File: config.mk
export PLATFORM = sky130hd
export DESIGN_NAME = cgra_exec_ctrl
export DESIGN_NICKNAME = d
export VERILOG_FILES = /design/src/rtl/cgra_exec_ctrl.sv
export SDC_FILE = /design/constraint.sdc
export NUM_CORES = 2
export LEC_CHECK = 0
export CORE_AREA = 4 4 287 289
export CTS_BUF_LIST = sky130_fd_sc_hd__clkbuf_8
export DETAILED_ROUTE_END_ITERATION = 6
export DIE_AREA = 0 0 291 293
export PLACE_DENSITY = 0.74
export SYNTH_ARGS = -nofsm -noshare
export SYNTH_HDL_FRONTEND = slang
export SYNTH_SLANG_ARGS = --single-unit
File: constraint.sdc
create_clock -name clk -period 2.4 [get_ports clk]
set_input_delay 0.48 -clock clk [delete_from_list [all_inputs] [get_ports clk]]
set_output_delay 0.48 -clock clk [all_outputs]
set_load 0.01 [all_outputs]
File: src/rtl/cgra_exec_ctrl.sv
// cgra_exec_ctrl: run-sequencing controller in front of the CGRA execution unit.
// Host writes a 352-bit configuration into a shadow register (11 x 32-bit words).
// An accepted go commits shadow + transfer counts, pulses start, waits for done
// (or an optional timeout) and reports completion. The committed configuration
// is frozen for the whole run and holds until the next accepted go.
//
// Optional feature macro: CGRA_EXEC_CTRL_CYCLE_COUNT_EN
//   defined   -> run_cycles counts RUN cycles (saturating at 0xFFFF_FFFF)
//   undefined -> no counter logic, run_cycles is tied to 0
//
// Handshake: go is a single-cycle request honoured only in IDLE; start is a
// one-cycle pulse; done is a level sampled only in RUN; finished is a one-cycle
// pulse. All outputs are registered. The FSM state is visible as state_q.
module cgra_exec_ctrl #(
    parameter int CONF_WIDTH     = 352,
    parameter int CONF_WORDS     = 11,
    parameter int TIMEOUT_CYCLES = 0
) (
    input  logic                  clk,
    input  logic                  rst,
    input  logic                  cfg_wr_en,
    input  logic [3:0]            cfg_wr_addr,
    input  logic [31:0]           cfg_wr_data,
    input  logic                  go,
    input  logic [63:0]           num_data_in_i,
    input  logic [63:0]           num_data_out_i,
    input  logic [31:0]           num_cicles_to_store_i,
    input  logic                  done,
    output logic                  start,
    output logic [CONF_WIDTH-1:0] conf,
    output logic [63:0]           num_data_in,
    output logic [63:0]           num_data_out,
    output logic [31:0]           num_cicles_to_store,
    output logic                  busy,
    output logic                  finished,
    output logic                  timed_out,
    output logic                  cfg_err,
    output logic [31:0]           run_cycles
);

    typedef enum logic [1:0] {
        S_IDLE   = 2'd0,
        S_START  = 2'd1,
        S_RUN    = 2'd2,
        S_FINISH = 2'd3
    } state_t;

    localparam logic [3:0]  LAST_ADDR   = 4'(CONF_WORDS - 1);
    localparam logic [31:0] TIMEOUT_VAL = 32'(TIMEOUT_CYCLES);

    state_t                state_q, state_d;
    logic [CONF_WIDTH-1:0] shadow_q, shadow_d;
    logic [CONF_WIDTH-1:0] conf_q, conf_d;
    logic [63:0]           num_data_in_q, num_data_in_d;
    logic [63:0]           num_data_out_q, num_data_out_d;
    logic [31:0]           num_cicles_to_store_q, num_cicles_to_store_d;
    logic                  start_q, start_d;
    logic                  busy_q, busy_d;
    logic                  finished_q, finished_d;
    logic                  timed_out_q, timed_out_d;
    logic                  cfg_err_q, cfg_err_d;
    logic [31:0]           tmo_cnt_q, tmo_cnt_d;
    logic                  go_accept;

    assign go_accept = (state_q == S_IDLE) && go;

    // Next-state logic, commit of configuration/counts, timeout detection and
    // the registered start/busy/finished outputs derived from the next state.
    always_comb begin
        state_d               = state_q;
        conf_d                = conf_q;
        num_data_in_d         = num_data_in_q;
        num_data_out_d        = num_data_out_q;
        num_cicles_to_store_d = num_cicles_to_store_q;
        timed_out_d           = timed_out_q;
        tmo_cnt_d             = tmo_cnt_q;
        case (state_q)
            S_IDLE: begin
                if (go) begin
                    state_d               = S_START;
                    conf_d                = shadow_q;
                    num_data_in_d         = num_data_in_i;
                    num_data_out_d        = num_data_out_i;
                    num_cicles_to_store_d = num_cicles_to_store_i;
                    timed_out_d           = 1'b0;
                    tmo_cnt_d             = '0;
                end
            end
            S_START: begin
                state_d = S_RUN;
            end
            S_RUN: begin
                // tmo_cnt_q + 1 is the number of the RUN cycle being sampled now.
                tmo_cnt_d = tmo_cnt_q + 32'd1;
                if (done) begin
                    state_d = S_FINISH;
                end else if ((TIMEOUT_VAL != 32'd0) &&
                             ((tmo_cnt_q + 32'd1) == TIMEOUT_VAL)) begin
                    timed_out_d = 1'b1;
                    state_d     = S_FINISH;
                end
            end
            S_FINISH: begin
                state_d = S_IDLE;
            end
            default: begin
                state_d = S_IDLE;
            end
        endcase
        start_d    = (state_d == S_START);
        busy_d     = (state_d != S_IDLE);
        finished_d = (state_d == S_FINISH);
    end

    // Shadow writes and the sticky write-error flag; a write that lands together
    // with go updates the shadow only, since conf_d already took the old shadow.
    always_comb begin
        shadow_d  = shadow_q;
        cfg_err_d = cfg_err_q;
        if (go_accept) begin
            cfg_err_d = 1'b0;
        end
        if (cfg_wr_en) begin
            if ((state_q == S_IDLE) && (cfg_wr_addr <= LAST_ADDR)) begin
                for (int i = 0; i < CONF_WORDS; i++) begin
                    if (cfg_wr_addr == 4'(i)) begin
                        shadow_d[32*i +: 32] = cfg_wr_data;
                    end
                end
            end else begin
                cfg_err_d = 1'b1;
            end
        end
    end

    // State and datapath registers with synchronous active-high reset.
    always_ff @(posedge clk) begin
        if (rst) begin
            state_q               <= S_IDLE;
            shadow_q              <= '0;
            conf_q                <= '0;
            num_data_in_q         <= '0;
            num_data_out_q        <= '0;
            num_cicles_to_store_q <= '0;
            start_q               <= 1'b0;
            busy_q                <= 1'b0;
            finished_q            <= 1'b0;
            timed_out_q           <= 1'b0;
            cfg_err_q             <= 1'b0;
            tmo_cnt_q             <= '0;
        end else begin
            state_q               <= state_d;
            shadow_q              <= shadow_d;
            conf_q                <= conf_d;
            num_data_in_q         <= num_data_in_d;
            num_data_out_q        <= num_data_out_d;
            num_cicles_to_store_q <= num_cicles_to_store_d;
            start_q               <= start_d;
            busy_q                <= busy_d;
            finished_q            <= finished_d;
            timed_out_q           <= timed_out_d;
            cfg_err_q             <= cfg_err_d;
            tmo_cnt_q             <= tmo_cnt_d;
        end
    end

`ifdef CGRA_EXEC_CTRL_CYCLE_COUNT_EN
    logic [31:0] run_cycles_q, run_cycles_d;

    // Saturating RUN-cycle counter, cleared on an accepted go.
    always_comb begin
        run_cycles_d = run_cycles_q;
        if (go_accept) begin
            run_cycles_d = '0;
        end else if ((state_q == S_RUN) && (run_cycles_q != 32'hFFFF_FFFF)) begin
            run_cycles_d = run_cycles_q + 32'd1;
        end
    end

    // Counter register.
    always_ff @(posedge clk) begin
        if (rst) begin
            run_cycles_q <= '0;
        end else begin
            run_cycles_q <= run_cycles_d;
        end
    end

    assign run_cycles = run_cycles_q;
`else
    assign run_cycles = '0;
`endif

    assign start               = start_q;
    assign conf                = conf_q;
    assign num_data_in         = num_data_in_q;
    assign num_data_out        = num_data_out_q;
    assign num_cicles_to_store = num_cicles_to_store_q;
    assign busy                = busy_q;
    assign finished            = finished_q;
    assign timed_out           = timed_out_q;
    assign cfg_err             = cfg_err_q;

endmodule

## Word-level counts from Yosys, hierarchy flattened

Cells that the tools add are included.

| storage, ports and cells | value |
|---|---|
| register bits | 870 |
| bits of input ports | 201 |
| output and inout bits | 549 |
| word-level logic and storage cells | 59 |

| cells by class | value |
|---|---|
| magnitude comparators | 1 |
| equality and inequality tests | 15 |
| mux-type cells | 6 |
| reduce and logical (&&, ||, !) cells | 17 |

Operators with widths:

| operator | count |
|---|---|
| AND reduction 3 bit | 11 |
| == test 4 x 3 -> 1 bit (second input constant) | 4 |
| == test 4 bit (second input constant) | 3 |
| == test 4 x 2 -> 1 bit (second input constant) | 2 |
| one-hot mux 2 bit (4 select lines) | 1 |
| == test 2 bit (second input constant) | 3 |
| == test 2 x 1 -> 1 bit (second input constant) | 2 |
| == test 4 x 1 -> 1 bit (second input constant) | 1 |
| <= comparator 4 bit (second input constant) | 1 |
| logical NOT 4 bit | 1 |
| two-way mux 2 bit | 2 |
| two-way mux 1 bit | 3 |
| logical AND 1 bit | 2 |
| logical NOT 2 bit | 1 |
| AND reduction 2 bit | 1 |
| nonzero test 2 bit | 1 |

## Depth between registers and ports, before layout

| depth | value |
|---|---|
| depth after elaboration | 5 |
| depth in mapped cells | 9 |

## Least setup slack after synthesis

No wires, ideal clock.

| path | value |
|---|---|
| path kind | reg2reg |
| start point | register state_q[0] |
| end point | register shadow_q[65] |
| library setup time | 0.072 ns |
| arrival time | 1.577 ns |
| setup slack | 0.751 ns |
| cell stages (with the launch flop) | 10 |
| path buffers | 4 |
| period minus slack after synthesis | 1.649 ns |
| cells stage by stage | dfxtp_1 -> inv_1 -> ha_1 -> buf_2 -> nor2b_1 -> buf_2 -> and3_1 -> buf_2 -> buf_6 -> mux2i_1 |

| between the ends | value |
|---|---|
| cells in the longest elaborated chain, start to end | 3 |

Ends and longest elaborated chain:

| element | RTL line | source |
|---|---|---|
| start: declaration | 51 | `state_t state_q, state_d;` |
| start signal: assignment | 152 | `state_q <= state_d;` |
| logical NOT 2 bit | 124 | `if ((state_q == S_IDLE) && (cfg_wr_addr <= LAST_ADDR)) begin` |
| logical AND 1 bit | 124 |  |
| AND reduction 3 bit (no source line) | - |  |
| end signal: assignment | 153 | `shadow_q <= shadow_d;` |
| end: declaration | 52 | `logic [CONF_WIDTH-1:0] shadow_q, shadow_d;` |

No other way between the ends.
A chain may end at the register's enable or synchronous reset.

## Worst setup path in the final report

| path | value |
|---|---|
| start point | register num_data_out_q[57], in the netlist num_data_out[57] |
| end point | output port num_data_out[57] |

RTL lines:

| element | RTL line | source |
|---|---|---|
| start: declaration | 55 | `logic [63:0] num_data_out_q, num_data_out_d;` |
| start signal: assignment | 156 | `num_data_out_q <= num_data_out_d;` |
| end: declaration | 32 | `output logic [63:0] num_data_out,` |

No word-level cell between the ends.

==> out/metrics.cfg <==
[power_and_ir_drop]
p_clk_frac=0.364
p_seq_frac=0.429
netSwitchingPower_mw=11.24
p_sw_frac=0.3092
peakVddDrop_mv=0.6621
p_leak_nw=16.98
pwr-share-comb=0.206
power_density_nw_per_um2=864.3
power.internal_mw=25.11

[synthesis]
syn_area_um2=30520
avgSynthCellArea_um2=8.727
netlist_instances=3497
synth_area_leaders=dfxtp_1 57%, nand2_1 17%, mux2i_1 12%
ys_ff_latch=870
synthDistinctLibCells=26
synth-seq-area-share=0.5707
synth_top_area_share=0.5707
synth_largest_area_cell=dfxtp_1
yosysWarnings=0

[clock_network]
clk_transition_reported_paths_ns=0.06
clkLatencyLatePin_ns=0.77
cts.path.max_buffers=3
cts_max_level=4
root_buffer=clkbuf_8
cts_sinks=870
cts_tree=built
post-cts-setup-buffers=0
numCtsBuffers=144

[worst_setup_path]
path_class=reg -> out
critPathSlowestCell=clkdlybuf4s50_1
reg2reg_from=state_q[0]$_SDFF_PP0_
path_delay_family=buffers and inverters
path_cells=clkdlybuf4s50_1
worst_setup_path_start_kind=flip-flop
cp.arrival_ns=1.81
path_depth=1
r2r_end=shadow_q[66]$_SDFFE_PP0P_
cp-startpoint=num_data_out[57]$_SDFFE_PP0P_
ff2ff_path_depth=7
crit_fanout=2
endpoint=num_data_out[57]
cp.buffers_inverters=1
crit_required_ns=1.92
crit_path_end_kind=output pin
r2r_setup_slack_ns=0.38
max_stage_delay_ns=0.72

[sta]
setup_viol=0
fmax_ghz=0.4373
tns_ns=0
tightest_slew_ns=0.8138
fin_crit_sh=0.9529
drv_slew=0
fin_skew_ns=0.04329
fin_crit_ns=2.287
hold_viol=0
maxSlewHeadroom=0.4575
rsz0062_at_grt=no

[final_layout]
fin_nets=4389
layout_common_cells=1,407 x nand2_1, 870 x dfxtp_1, 709 x clkdlybuf4s50_1
nFillCells=7253
final_common_cell=nand2_1
synthToLayoutAreaGrowth_pct=37.80
drive_above_1_share=0.07741
stdcell_count=5359

[routing]
first_pass_iters=7
wl_per_cell_um=20.58
dr_total_vias=26490
ant_nets=0
drt-total-wl_um=110300
drcViolationCount=0
drtIter0Drc=1970
viasPerCell=4.943

[placement]
dp_cells=5098
gp_congestion=0.9130
hpwlAfterDp_um=74650
io_buffers=716

[floorplanning]
io_pins=750
initial_utilization=0.3820
rows=104
dieArea_um2=85260
coreArea_um2=79900
die_y_um=293
die_x_um=291

[global_route]
first_global_vias=25456
grt_max_degree=147
grt.total_usage=0.2474
grt_pass1_wl_um=159800
overflow=0
antenna_found_initial=13

[min_path]
min_path_type=in -> reg
holdPathStages=3

[run]
drv_cap=0

[outcome]
status=complete, no violations

==> worst reg2reg max path, cell delays in order (launching register included) <==
cell and delay [ns]:
dfxtp_1 0.32, inv_1 0.10, ha_1 0.28, nor2b_1 0.35, buf_12 0.19, and3_2 0.21
buf_12 0.24, mux2i_1 0.26
==> metal layers <==
layer | wire length (um) | track usage | vias to the layer above
li1 | - | - | 12605
met1 | 42810 | 0.2908 | 12644
met2 | 54180 | 0.4245 | 1006
met3 | 7586 | 0.05503 | 235
met4 | 5720 | 0.1293 | 0
met5 | 0 | 0 | -
==> cell families after synthesis <==
family	synth area share
simple gates	0.1780
flops	0.5707
compound gates	0.08511
mux	0.1158
buf+inv	0.04899
fa+ha+maj	0.001230
other cells	0.0001229
==> flip-flops by register name, indices dropped and copies added, names as in the netlist <==
name and cells:
shadow_q 352, conf 352, num_data_in 64, cfg_err 1
num_data_out 64, busy 1, start 1, state_q 2
finished 1, num_cicles_to_store 32
==> power groups by stage <==
stage / combinational (mW) / sequential, mW / clock (mW)
floorplan: 3.48 / 16.1 / 0
global placement: 7.52 / 15.9 / 0
detailed placement: 7.55 / 15.9 / 0
CTS: 7.56 / 15.6 / 13.5
global route: 8.04 / 15.7 / 14.2
finish: 7.50 / 15.6 / 13.2
==> metrics by stage <==
| step | setup WS [ns] | instance area, um^2 | hold WS (ns) | power [mW] | util |
|---|---|---|---|---|---|
| after global placement | 0.06680 | 39070 | 0.4372 | 23.40 | 0.4890 |
| after CTS | 0.002744 | 42030 | 0.1472 | 36.68 | 0.5261 |
| final | 0.1131 | 42060 | 0.2419 | 36.35 | 0.5264 |
| after detailed placement | 0.05619 | 39070 | 0.4416 | 23.46 | 0.4890 |
| after floorplan | 0.7512 | 30640 | 0.4321 | 19.62 | - |
| after global routing | 0.03210 | 42050 | 0.1808 | 37.93 | 0.5263 |
==> layout make-up <==
cell class                      instances  area, um^2  area share
Clock inverter                         70       479.2     0.01139
Inverter                                5       26.28   0.0006248
Antenna cell                           10       25.02   0.0005950
Sequential cell                       870       17420      0.4141
Multi-Input combinational cell       2339       11780      0.2802
Tap cell                             1060        1326     0.03154
Clock buffer                          180        2477     0.05891
Timing Repair Buffer                  825        8523      0.2027
==> how the worst min path moves through the flow <==
stage | slack (ns) | from | to
6_report | 0.24 | num_data_out_i[2] | num_data_out[2]$_SDFFE_PP0P_
5_1_grt | 0.18 | num_data_out_i[43] | num_data_out[43]$_SDFFE_PP0P_
4_1_cts | 0.15 | num_data_out_i[46] | num_data_out[46]$_SDFFE_PP0P_
3_5_place_dp | 0.44 | shadow_q[54]$_SDFFE_PP0P_ | conf[54]$_SDFFE_PP0P_
3_3_place_gp | 0.44 | shadow_q[7]$_SDFFE_PP0P_ | conf[7]$_SDFFE_PP0P_
2_1_floorplan | 0.43 | shadow_q[0]$_SDFFE_PP0P_ | conf[0]$_SDFFE_PP0P_
==> what timing repair did <==
item,CTS,global route
setup endpoints to repair,6,0
hold buffers,1,0
gates resized for setup,6,0
endpoints found under the hold margin,1,0
==> cells in the mapped netlist <==
cell type,count
o221ai_1,1
buf_6,3
conb_1,1
nand4_2,2
and3_1,2
and2_1,2
a21o_1,1
buf_4,45
nor2_1,4
buf_1,17
buf_2,82
dfxtp_1,870
nor2b_1,4
o2bb2ai_1,1
inv_1,4
nand2_1,1409
nand4_1,3
nand3_1,6
inv_2,1
a21oi_1,513
clkbuf_1,168
mux2i_1,352
o21ai_0,1
ha_1,3
mux2_2,1
nand2b_1,1
Note: power is estimated with default switching activity, not from simulation.
